[src/rtl/mu0_pkg.sv]
// ----------------------------------------------------------------------------
// mu0_pkg
// Shared definitions for the MU0 core: default bus widths, the 4-bit opcode
// values and the encoding of the fetch/execute/halt state register.
// No ports (package).
// ----------------------------------------------------------------------------
package mu0_pkg;

   localparam int MU0_ADDR_W = 12;
   localparam int MU0_DATA_W = 16;

   localparam logic [3:0] OP_LDA = 4'h0;
   localparam logic [3:0] OP_STA = 4'h1;
   localparam logic [3:0] OP_ADD = 4'h2;
   localparam logic [3:0] OP_SUB = 4'h3;
   localparam logic [3:0] OP_JMP = 4'h4;
   localparam logic [3:0] OP_JGE = 4'h5;
   localparam logic [3:0] OP_JNE = 4'h6;
   localparam logic [3:0] OP_STP = 4'h7;

   localparam logic [1:0] ST_FETCH   = 2'b00;
   localparam logic [1:0] ST_EXECUTE = 2'b01;
   localparam logic [1:0] ST_HALT    = 2'b10;

endpackage

[src/rtl/mu0_alu.sv]
// ----------------------------------------------------------------------------
// mu0_alu
// Combinational accumulator update for the MU0 core.
// Ports:
//   acc       in   current accumulator value
//   read_data in   operand read from memory
//   opcode    in   instruction opcode (IR top nibble)
//   next_acc  out  accumulator value after this instruction
//   n_flag    out  sign of the current accumulator (used by JGE)
//   z_flag    out  current accumulator is zero (used by JNE)
// ----------------------------------------------------------------------------
module mu0_alu
   import mu0_pkg::*;
#(
   parameter int DATA_W = MU0_DATA_W
) (
   input  logic [DATA_W-1:0] acc,
   input  logic [DATA_W-1:0] read_data,
   input  logic [3:0]        opcode,
   output logic [DATA_W-1:0] next_acc,
   output logic              n_flag,
   output logic              z_flag
);

   // Only loads and the two arithmetic ops change the accumulator; every
   // other opcode passes it through. Sums and differences wrap silently.
   always_comb begin
      next_acc = acc;
      case (opcode)
         OP_LDA:  next_acc = read_data;
         OP_ADD:  next_acc = acc + read_data;
         OP_SUB:  next_acc = acc - read_data;
         default: next_acc = acc;
      endcase
   end

   // Flags look at the accumulator as it was at the start of EXECUTE.
   assign n_flag = acc[DATA_W-1];
   assign z_flag = (acc == '0);

endmodule

[src/rtl/mu0_control_datapath.sv]
// ----------------------------------------------------------------------------
// mu0_control_datapath
// MU0 processor core: fetch/execute/halt state machine with PC, IR and ACC.
// The external memory reads and writes on the falling edge; this core
// updates on the rising edge, so each access fits inside one Clk cycle.
// Ports:
//   Clk        in   system clock, registers update on posedge
//   Reset      in   asynchronous active-high reset
//   address    out  memory address (PC in FETCH/HALT, operand in EXECUTE)
//   write_data out  store data, always the accumulator
//   read_data  in   memory read data
//   WEn        out  memory write enable, high only while executing STA
//   Halted     out  high once STP has executed
//   pc_out     out  current PC
//   acc_out    out  current accumulator
// ----------------------------------------------------------------------------
module mu0_control_datapath
   import mu0_pkg::*;
#(
   parameter int                ADDR_W   = MU0_ADDR_W,
   parameter int                DATA_W   = MU0_DATA_W,
   parameter logic [ADDR_W-1:0] RESET_PC = '0
) (
   input  logic              Clk,
   input  logic              Reset,
   output logic [ADDR_W-1:0] address,
   output logic [DATA_W-1:0] write_data,
   input  logic [DATA_W-1:0] read_data,
   output logic              WEn,
   output logic              Halted,
   output logic [ADDR_W-1:0] pc_out,
   output logic [DATA_W-1:0] acc_out
);

   logic [1:0]        state;
   logic [1:0]        next_state;
   logic [ADDR_W-1:0] pc;
   logic [DATA_W-1:0] ir;
   logic [DATA_W-1:0] acc;
   logic [3:0]        opcode;
   logic [ADDR_W-1:0] operand;
   logic [DATA_W-1:0] alu_next;
   logic              n_flag;
   logic              z_flag;

   assign opcode  = ir[DATA_W-1:DATA_W-4];
   assign operand = ir[ADDR_W-1:0];

   mu0_alu #(
      .DATA_W (DATA_W)
   ) u_alu (
      .acc       (acc),
      .read_data (read_data),
      .opcode    (opcode),
      .next_acc  (alu_next),
      .n_flag    (n_flag),
      .z_flag    (z_flag)
   );

   // Fetch and execute alternate; STP parks the core in HALT until reset.
   // The unused encoding falls back to FETCH.
   always_comb begin
      next_state = ST_FETCH;
      case (state)
         ST_FETCH:   next_state = ST_EXECUTE;
         ST_EXECUTE: next_state = (opcode == OP_STP) ? ST_HALT : ST_FETCH;
         ST_HALT:    next_state = ST_HALT;
         default:    next_state = ST_FETCH;
      endcase
   end

   // Architectural registers. The PC is incremented during FETCH so that it
   // already points past the current instruction when EXECUTE decides on a
   // jump; an untaken or non-jump instruction simply leaves it there.
   always_ff @(posedge Clk or posedge Reset) begin
      if (Reset) begin
         state <= ST_FETCH;
         pc    <= RESET_PC;
         ir    <= '0;
         acc   <= '0;
      end else begin
         state <= next_state;
         case (state)
            ST_FETCH: begin
               ir <= read_data;
               pc <= pc + 1'b1;
            end
            ST_EXECUTE: begin
               case (opcode)
                  OP_LDA, OP_ADD, OP_SUB: acc <= alu_next;
                  OP_JMP:                 pc  <= operand;
                  OP_JGE:                 if (!n_flag) pc <= operand;
                  OP_JNE:                 if (!z_flag) pc <= operand;
                  default:                ;
               endcase
            end
            default: ;
         endcase
      end
   end

   // The operand address is only presented during EXECUTE; in every other
   // state (including reset) the memory sees the PC.
   always_comb begin
      address = pc;
      if (state == ST_EXECUTE) begin
         address = operand;
      end
   end

   // The write enable is decoded purely from registers, so it is stable
   // across the falling edge where the memory performs the write.
   assign WEn        = (state == ST_EXECUTE) && (opcode == OP_STA);
   assign Halted     = (state == ST_HALT);
   assign write_data = acc;
   assign pc_out     = pc;
   assign acc_out    = acc;

endmodule
[config.mk]
export PLATFORM = sky130hd
export DESIGN_NAME = mu0_control_datapath
export DESIGN_NICKNAME = d
export VERILOG_FILES = /design/src/rtl/mu0_pkg.sv /design/src/rtl/mu0_alu.sv /design/src/rtl/mu0_control_datapath.sv
export SDC_FILE = /design/constraint.sdc
export NUM_CORES = 1
export LEC_CHECK = 0
export CAP_MARGIN = 5
export CELL_PAD_IN_SITES_DETAIL_PLACEMENT = 1
export CELL_PAD_IN_SITES_GLOBAL_PLACEMENT = 1
export CORE_ASPECT_RATIO = 1.4
export CORE_MARGIN = 5
export CORE_UTILIZATION = 41
export CTS_CLUSTER_DIAMETER = 150
export DETAILED_ROUTE_END_ITERATION = 8
export GPL_TIMING_DRIVEN = 1
export PLACE_DENSITY = 0.86
export SYNTH_ARGS = -nofsm -noshare
export SYNTH_HDL_FRONTEND = slang
export SYNTH_SLANG_ARGS = --single-unit
[constraint.sdc]
create_clock -name Clk -period 4.85 [get_ports Clk]
set_input_delay 0.97 -clock Clk [delete_from_list [all_inputs] [get_ports Clk]]
set_output_delay 0.97 -clock Clk [all_outputs]
set_load 0.005 [all_outputs]
-- Yosys cells after proc, flatten, opt, wreduce, memory -nomap -nowiden
Index checks and enable logic that the tools add are counted.
W data, S select, Z words.
- input port bits: 18
- output and inout port bits: 58
- register bits after elaboration: 46
- multiplexer cells: 8
- equality and inequality tests: 12
- add/subtract/negate cells: 3
- reductions and logical operators: 9
- operators with widths (cell ; count):
    $pmux W16 S3 ; 1
    $mux W12 ; 3
    $pmux W12 S3 ; 1
    $pmux W12 S2 ; 1
    $add A16 B16 Y16 ; 1
    $eq A4 B3 Y1 const B ; 4
    $logic_not A16 Y1 ; 1
    $sub A16 B16 Y16 ; 1
    $add A12 B1 Y12 const B ; 1
    $eq A4 B2 Y1 const B ; 2
    $ne A3 B3 Y1 const B ; 2
    $pmux W2 S3 ; 1
    $eq A4 B1 Y1 const B ; 1
    $logic_not A4 Y1 ; 1
    $ne A4 B1 Y1 const B ; 1
    $reduce_and A4 Y1 ; 1
    $reduce_and A3 Y1 ; 1
    $reduce_bool A3 Y1 ; 1
    $reduce_or A3 Y1 ; 1
    $eq A2 B1 Y1 const B ; 1
    $eq A2 B2 Y1 const B ; 1
    $logic_not A2 Y1 ; 1
    $mux W2 ; 1
    $reduce_bool A2 Y1 ; 1
    $logic_and A1 B1 Y1 ; 1

-- Logic depth before layout (Yosys ltp)
Gate-level depths: netlist of the first run.
- depth in word-level cells: 4
- depth in mapped cells: 15

-- Modules after synthesis
Synthesis of the first run repeated with hierarchy kept, for this count alone.
- cells, all modules: 418
- area total of the unflattened synthesis: 3754.9 µm²
- by module, submodules not included (module ; area an instance (µm²) ; instances ; seq. area each (µm²) ; cells each):
    mu0_control_datapath ; 2349.8 ; 1 ; 1151.1 ; 218
    mu0_alu ; 1405.1 ; 1 ; 0.0 ; 200

-- Worst setup path after synthesis of the first run
OpenSTA, ideal clock, no wires.
- path kind: input port to flip-flop
- from: input read_data[1]
- to: register acc[15] (netlist: acc_out[15])
- library setup time: 0.069 ns
- slack: 1.052 ns
- stages: 14
- arrival time: 3.730 ns
- cells stage by stage: inv_1 > ha_1 > nand3b_1 > o41ai_1 > nand2_1 > xnor2_1 > ha_1 > a211oi_1 > o21ai_1 > a311oi_1 > o41ai_2 > xnor2_1 > mux2_4 > nand3_1
- cells in the longest elaborated chain, start to end: 2
- elaborated cells between the ends (all ways): 3
- ends and longest elaborated chain (item ; line ; source):
    start, declared ; mu0_control_datapath.sv:28 ; input logic [DATA_W-1:0] read_data,
    $sub A16 B16 Y16 / $add A16 B16 Y16 (equally long branches) ; mu0_alu.sv:32, mu0_alu.sv:31 ;
    $pmux W16 S3 * ; mu0_alu.sv:29 ; case (opcode)
    end signal, assigned ; mu0_control_datapath.sv:90 ; OP_LDA, OP_ADD, OP_SUB: acc <= alu_next;
    end, declared ; mu0_control_datapath.sv:39 ; logic [DATA_W-1:0] acc;
Mark *: on every way between the ends. The rest lies on a longest branch, timed or not.
A chain may end at the register's enable or synchronous reset.

-- Final worst setup path of the first run
Ends and elaborated chain as after synthesis.

==> run_results.csv, run 1 <==
group,metric,value,unit
global_routing,first_pass_grt_wire_length,18.18,mm
drt,post_detailed_route_drc_marker_count,0,
layout,number_of_cells_in_the_finished_layout_apart_from_fillers,567,
pwr,total_leakage_power,1.814,nW
die,top_level_ports,76,
cts,longest_clk_path_bufs,2,
timing,maximum_frequency_from_static_timing_analysis,230.1,MHz
timing,timing.setup.tns,0,ns
yosys,synthDistinctLibCells,50,
timing,tcrit_tclk_final,0.8962,
cts,clkTransAtPathRegs,0.07,ns
run_status,outcome,"finished clean",
global_routing,grt_usage,0.2182,
timing,final_period_minus_worst_setup_slack,4.347,ns
cts,root_buffer,"sky130_fd_sc_hd__clkbuf_16",
critical_path,rrSetupSlack,0.84,ns
timing,grt_setup_unrepaired,"no",
die,floorplan_row_count,39,
run,maxCapViolCount,0,
place,dp.cells,559,
yosys,synth.avg_cell_area,8.305,µm²
place,gp_congestion,0.9002,
cts,tritoncts_num_sinks,46,
cts,number_of_buffers_added_to_fix_hold_violations_after_cts,0,
min_path,worstHoldPathType,"reg2reg",
yosys,yosysSeqAreaShare,0.3348,
layout,drive_above_1_share,0.07312,
layout,stdcell_area,4312,µm²
global_routing,grt_max_degree,47,
die,floorplan.core_area,8198,µm²
drt,vias,3265,
timing,timing.final.hold_violations,0,
timing,fin_skew,0.007477,ns
die,die_height,118.4,µm
critical_path,timing.critical_path.from,"read_data[1]",
critical_path,critPathKind,"in2reg",
global_routing,globalRoute.totalOverflow,0,
place,dpl.hpwl,8.084,mm
timing,timing_max_transition_violations_final,0,
place,port_buffers,75,
layout,num-nets-final,500,
pwr,power.density_cell_area,815.0,nW/µm²
die,fp.dieArea,10340,µm²
min_path,worstHoldStart,"ir[11]",
critical_path,depth_of_the_worst_register_to_register_path,15,
drt,vias_per_cell,5.758,
critical_path,arrival_time_of_data_at_the_critical_path_endpoint,4.57,ns
drt,routed_wl,10.99,mm
drt,detail_route.iter0.violations,165,
yosys,synthCells,414,
yosys,async_reset_ff_frac,1.000,
cts,post-cts-setup-buffers,0,
place,placed_area,4145,µm²
die,die-width,87.40,µm
layout,layout.core_utilization,0.5259,
yosys,synth.cell_area,3438,µm²
cts,clock_tree.htree_level_count,2,
yosys,synth_nets,450,
yosys,synth_enable_flop_cells,0,
critical_path,regToRegEndpoint,"acc_out[15]",
drt,first_pass_iteration_count_of_the_detailed_router,4,
critical_path,reg2reg_from,"ir[15]",
yosys,postSynthRegisterBits,46,
min_path,timing.hold.worst_path_depth,1,
timing,timing.slew.headroom,0.3165,
cts,clock_latency_at_the_later_pin_of_the_worst_skew_pair,0.29,ns
critical_path,critPathRequiredTime,5.08,ns
critical_path,timing.critical_path.fanout_max,6,
layout,antenna_cells,0,
die,initial_utilization,0.4194,
critical_path,startpoint_type_of_the_worst_setup_path,"input pin",
drt,drt-wirelength-per-cell,19.39,µm
global_routing,vias_in_the_first_global_route,3558,
timing,setup_violations,0,
yosys,synth_top_flop_cell,"sky130_fd_sc_hd__dfrtp_1",
pwr,ir_worst_vdd,344.5,µV
yosys,synth.yosys.warnings,0,
layout,flow.area_growth_from_synthesis,25.40,%
cts,cts-buffers-inserted,5,
cts,clock_tree_from_tritoncts,"yes",
timing,max_slew.worst_pin.slew,1.024,ns
min_path,holdPathEnd,"ir[11]",
drt,ant_nets,0,
layout,fill_cells,996,
critical_path,end_kind,"flip-flop",
cts,post_cts_resized,0,
global_routing,antenna_found_initial,0,
synth_stat cells (4+ instances only):
library cell / n / area share
sky130_fd_sc_hd__nand2_1: 78 / 0.085
sky130_fd_sc_hd__dfrtp_1: 46 / 0.33
sky130_fd_sc_hd__a21oi_1: 40 / 0.058
sky130_fd_sc_hd__nor2_1: 25 / 0.027
sky130_fd_sc_hd__o21ai_1: 22 / 0.032
sky130_fd_sc_hd__xnor2_1: 18 / 0.046
sky130_fd_sc_hd__buf_4: 17 / 0.037
sky130_fd_sc_hd__clkbuf_1: 17 / 0.019
sky130_fd_sc_hd__ha_1: 17 / 0.062
sky130_fd_sc_hd__mux2_2: 16 / 0.052
sky130_fd_sc_hd__nor3_1: 11 / 0.016
sky130_fd_sc_hd__inv_1: 10 / 0.011
sky130_fd_sc_hd__nand3_1: 10 / 0.015
sky130_fd_sc_hd__o21ai_0: 9 / 0.013
sky130_fd_sc_hd__xor2_1: 8 / 0.020
sky130_fd_sc_hd__a31oi_1: 6 / 0.011
sky130_fd_sc_hd__a21o_1: 5 / 0.011
sky130_fd_sc_hd__nand2b_1: 5 / 0.0091
sky130_fd_sc_hd__nor4_1: 5 / 0.0091
sky130_fd_sc_hd__mux2i_1: 4 / 0.012
per-stage QoR:
step	hold WS, ns	power [W]	setup slack, ns
after floorplan	0.4806	0.002242	1.052
after global placement	0.4915	0.003000	0.4857
after detailed placement	0.5009	0.003105	0.3273
after CTS	0.5206	0.003542	0.5306
after global routing	0.5252	0.003787	0.3437
final	0.5150	0.003514	0.5034
area by class of cell:
cell class,instances,area (µm²),area share
clock buffer,6,128.9,0.02989
clock inverter,2,37.54,0.008706
inverter,10,37.54,0.008706
multi-input combinational,322,2048,0.4750
sequential,46,1151,0.2670
tap,102,127.6,0.02960
timing repair buffer,79,780.7,0.1811
state kept, by name, indices dropped and copies added (netlist names):
register  count
pc_out       12
state         2
acc_out      16
ir           16
worst max-delay path, stage by stage:
cell	delay (ns)
sky130_fd_sc_hd__clkdlybuf4s50_1	0.51
sky130_fd_sc_hd__inv_1	0.14
sky130_fd_sc_hd__ha_1	0.21
sky130_fd_sc_hd__nand3b_1	0.13
sky130_fd_sc_hd__o41ai_1	0.26
sky130_fd_sc_hd__buf_4	0.20
sky130_fd_sc_hd__nand2_1	0.08
sky130_fd_sc_hd__xnor2_1	0.15
sky130_fd_sc_hd__ha_1	0.37
sky130_fd_sc_hd__a211oi_1	0.23
sky130_fd_sc_hd__o21ai_1	0.11
sky130_fd_sc_hd__a311oi_1	0.35
sky130_fd_sc_hd__o41ai_2	0.15
sky130_fd_sc_hd__xnor2_1	0.32
sky130_fd_sc_hd__mux2_4	0.33
sky130_fd_sc_hd__nand3_1	0.06
cells in the final DEF, fill, tap and decap left out, drive strengths merged, types with 11 or more instances in the layout:
cell type      Yosys  final
o21ai             32     32
nor2              25     25
a21oi             40     40
ha                17     17
clkdlybuf4s50      0     75
nor3              11     11
mux2              17     17
nand2             79     79
dfrtp             46     46
xnor2             18     18
worst max path at each step:
| stage | slack [ns] | to | cells past startpoint |
|---|---|---|---|
| finish | 0.50 | acc_out[15] | 16 |
| global placement | 0.49 | acc_out[15] | 16 |
| detailed placement | 0.33 | acc_out[15] | 16 |
| CTS | 0.53 | acc_out[15] | 16 |
| global route | 0.34 | acc_out[15] | 16 |
| floorplan | 1.05 | acc_out[15] | 14 |
per-layer routing:
layer  track usage  wire length [µm]  vias to the layer above
met3       0.02088               360                       24
met5             0                 0                        -
met4       0.08637               337                        0
met1        0.2504              4382                     1614
li1              -                 -                     1544
met2        0.4024              5912                       83
power breakdown:
group	switching (W)	leakage [nW]	total, W	internal, W
Combinational	0.00113	1.19	0.00226	0.00112
Clock	0.000157	0.0771	0.000401	0.000244
Sequential	0.000277	0.545	0.000858	0.000581
Total	0.00157	1.81	0.00351	0.00195
kinds of logic after synthesis:
kind of cell / after synthesis / share of synthesized area
simple gates: 149 / 0.1947
compound gates: 108 / 0.1987
mux: 21 / 0.06841
fa+ha+maj: 18 / 0.06768
flops: 46 / 0.3348
buf+inv: 46 / 0.06951
xor+xnor: 26 / 0.06623
Note: power is estimated with default switching activity, not from simulation.
==> run 2, diff against run 1 <==
--- a/config.mk
+++ b/config.mk
@@ -15,6 +15,7 @@
 export DETAILED_ROUTE_END_ITERATION = 8
 export GPL_TIMING_DRIVEN = 1
 export PLACE_DENSITY = 0.86
+export SLEW_MARGIN = 25
 export SYNTH_ARGS = -nofsm -noshare
 export SYNTH_HDL_FRONTEND = slang
 export SYNTH_SLANG_ARGS = --single-unit
==> constraint.sdc (replaced) <==
create_clock -name Clk -period 4.85 [get_ports Clk]
set_input_delay 0.97 -clock Clk [delete_from_list [all_inputs] [get_ports Clk]]
set_output_delay 0.97 -clock Clk [all_outputs]
set_load 0.1 [all_outputs]
==> run 2 against run 1 <==
  * Die area stayed put
  * Register-to-register slack better by 0.07 ns
  * Hold slack better by 0.0039 ns
  * Critical path type unchanged
  * Utilization is 0.63 points lower
  * Clock-buffer cell count is 1 lower
  * Routed wire length is 3.3% lower
  * Largest cell class unchanged
  * Global-route usage is 0.49 points lower
  * Non-clock buffer count unchanged
  * First-iteration DRC count is 27% lower
  * Sequential share of layout area grew 0.32 points
  * Sequential cell count is the same
  * Worst setup slack worse by 0.0019 ns
==> run_results.csv, run 2 (same netlist as run 1, synthesis figures left out) <==
group,metric,value,unit
critical_path,startpoint_type_of_the_worst_setup_path,"input pin",
critical_path,critPathRequiredTime,5.08,ns
critical_path,critPathKind,"in2reg",
timing,grt_setup_unrepaired,"no",
timing,max_slew.worst_pin.slew,0.9786,ns
timing,tcrit_tclk_final,0.8966,
die,fp.dieArea,10340,µm²
die,initial_utilization,0.4194,
drt,post_detailed_route_drc_marker_count,0,
cts,root_buffer,"sky130_fd_sc_hd__clkbuf_16",
critical_path,cp_slowest_cell,"sky130_fd_sc_hd__clkdlybuf4s50_1",
layout,flow.area_growth_from_synthesis,23.91,%
critical_path,end_kind,"flip-flop",
timing,setup_violations,0,
drt,vias,3260,
cts,cts-buffers-inserted,5,
global_routing,vias_in_the_first_global_route,3572,
critical_path,rrSetupSlack,0.91,ns
run,maxCapViolCount,0,
drt,first_pass_iteration_count_of_the_detailed_router,4,
global_routing,globalRoute.totalOverflow,0,
die,die_height,118.4,µm
layout,num-nets-final,500,
die,floorplan_row_count,39,
critical_path,timing.critical_path.slowest_cell_delay,0.54,ns
global_routing,grt_usage,0.2133,
layout,antenna_cells,0,
cts,clock_tree_from_tritoncts,"yes",
timing,final_worst_hold_slack,0.5189,ns
timing,maximum_frequency_from_static_timing_analysis,230.0,MHz
layout,drive_above_1_share,0.1032,
timing,timing.slew.headroom,0.3455,
global_routing,grt_max_degree,47,
place,gp_congestion,0.9017,
global_routing,first_pass_grt_wire_length,17.73,mm
critical_path,timing.critical_path.fanout_max,6,
place,port_buffers,75,
layout,final_cell_mix,"78 x sky130_fd_sc_hd__nand2_1, 62 x sky130_fd_sc_hd__clkdlybuf4s50_1, 46 x sky130_fd_sc_hd__dfrtp_1, 40 x sky130_fd_sc_hd__a21oi_1, 25 x sky130_fd_sc_hd__nor2_1",
timing,timing.final.hold_violations,0,
timing,timing_max_transition_violations_final,0,
die,top_level_ports,76,
timing,timing.setup.tns,0,ns
cts,post-cts-setup-buffers,0,
critical_path,cpLargestDelayFamily,"compound AO/OA/AOI/OAI gates",
layout,layout_commonest_cell,"sky130_fd_sc_hd__nand2_1",
critical_path,crit_path_cell_trace,"clkdlybuf4s50_1, inv_1, ha_1, nand3b_1, o41ai_1, buf_4, nand2_1, xnor2_1, ha_1, a211oi_1, o21ai_1, a311oi_1, o41ai_2, xnor2_1, mux2_4, nand3_1",
cts,post_cts_resized,0,
cts,tritoncts_num_sinks,46,
die,die-width,87.40,µm
drt,routed_wl,10.63,mm
drt,detail_route.iter0.violations,121,
timing,setup_slack,0.5015,ns
run_status,outcome,"finished clean",
critical_path,arrival_time_of_data_at_the_critical_path_endpoint,4.58,ns
global_routing,antenna_found_initial,0,
die,floorplan.core_area,8198,µm²
timing,fin_skew,0.01209,ns
min_path,worstHoldPathType,"reg2reg",
cts,clock_latency_at_the_later_pin_of_the_worst_skew_pair,0.30,ns
drt,vias_per_cell,5.750,
cts,clkTransAtPathRegs,0.07,ns
cts,number_of_buffers_added_to_fix_hold_violations_after_cts,0,
cts,clock_tree.htree_level_count,2,
critical_path,path_buf_inv,3,
layout,fill_cells,990,
place,dpl.hpwl,7.922,mm
cts,longest_clk_path_bufs,2,
place,pre_cts_slack,0.2705,ns
drt,ant_nets,0,
drt,drt-wirelength-per-cell,18.74,µm
timing,final_period_minus_worst_setup_slack,4.348,ns
==> run 2: changes by cell type in the layout (fill, tap and decap cells not counted) <==
cell and delta:
sky130_fd_sc_hd__clkinv_2 +2, sky130_fd_sc_hd__clkinv_4 +1, sky130_fd_sc_hd__clkbuf_1 -1, sky130_fd_sc_hd__bufinv_16 -1, sky130_fd_sc_hd__clkdlybuf4s50_1 -13, sky130_fd_sc_hd__inv_2 -1
sky130_fd_sc_hd__buf_4 +13
==> run 2: worst register-to-register path, delay by kind of cell, from the launching register on <==
kind	cells	cell delay [ns]
AND/OR/NAND/NOR	5	1.15
AO/OA/AOI/OAI	5	0.96
XOR/XNOR	2	0.45
flip-flops	1	0.40
adder cells (fa/ha/maj)	1	0.37
multiplexers	1	0.33
buffers and inverters	1	0.20
==> run 2: area by class of cell <==
| class | count | area [µm²] | share of cell area |
|---|---|---|---|
| Timing Repair Buffer | 79 | 748.2 | 0.1756 |
| Sequential cell | 46 | 1151 | 0.2702 |
| Inverter | 10 | 38.79 | 0.009104 |
| Tap cell | 102 | 127.6 | 0.02996 |
| Multi-Input combinational cell | 322 | 2048 | 0.4808 |
| Clock inverter | 3 | 21.27 | 0.004993 |
| Clock buffer | 5 | 125.1 | 0.02937 |
==> run 2: worst paths after layout <==
path,start,to,cells after the start
hold / removal,ir[5],ir[5],1
setup reg to reg,ir[15],acc_out[15],15
setup / recovery,read_data[0],acc_out[15],16
max in group asynchronous,Reset,pc_out[1],2
min in group asynchronous,Reset,pc_out[2],2
hold reg to reg,ir[5],ir[5],1
==> run 2: through the flow <==
step	area (µm²)	cells	util
global placement	4113	559	0.5017
CTS	4259	567	0.5195
detailed placement	4113	559	0.5017
floorplan	3438	414	-
global route	4260	567	0.5197
finish	4260	567	0.5197
==> run 2: layer usage <==
layer,vias to the layer above,GRT usage,part of all wire
met3,20,0.03201,0.035
met2,69,0.3962,0.54
met1,1622,0.2388,0.40
met4,0,0.07582,0.023
li1,1549,-,-
met5,-,0,0
Power of run 2 is left out: the tool's default activity adds up to more than one toggle a clock period on the data nets, which glitch-free logic cannot reach.
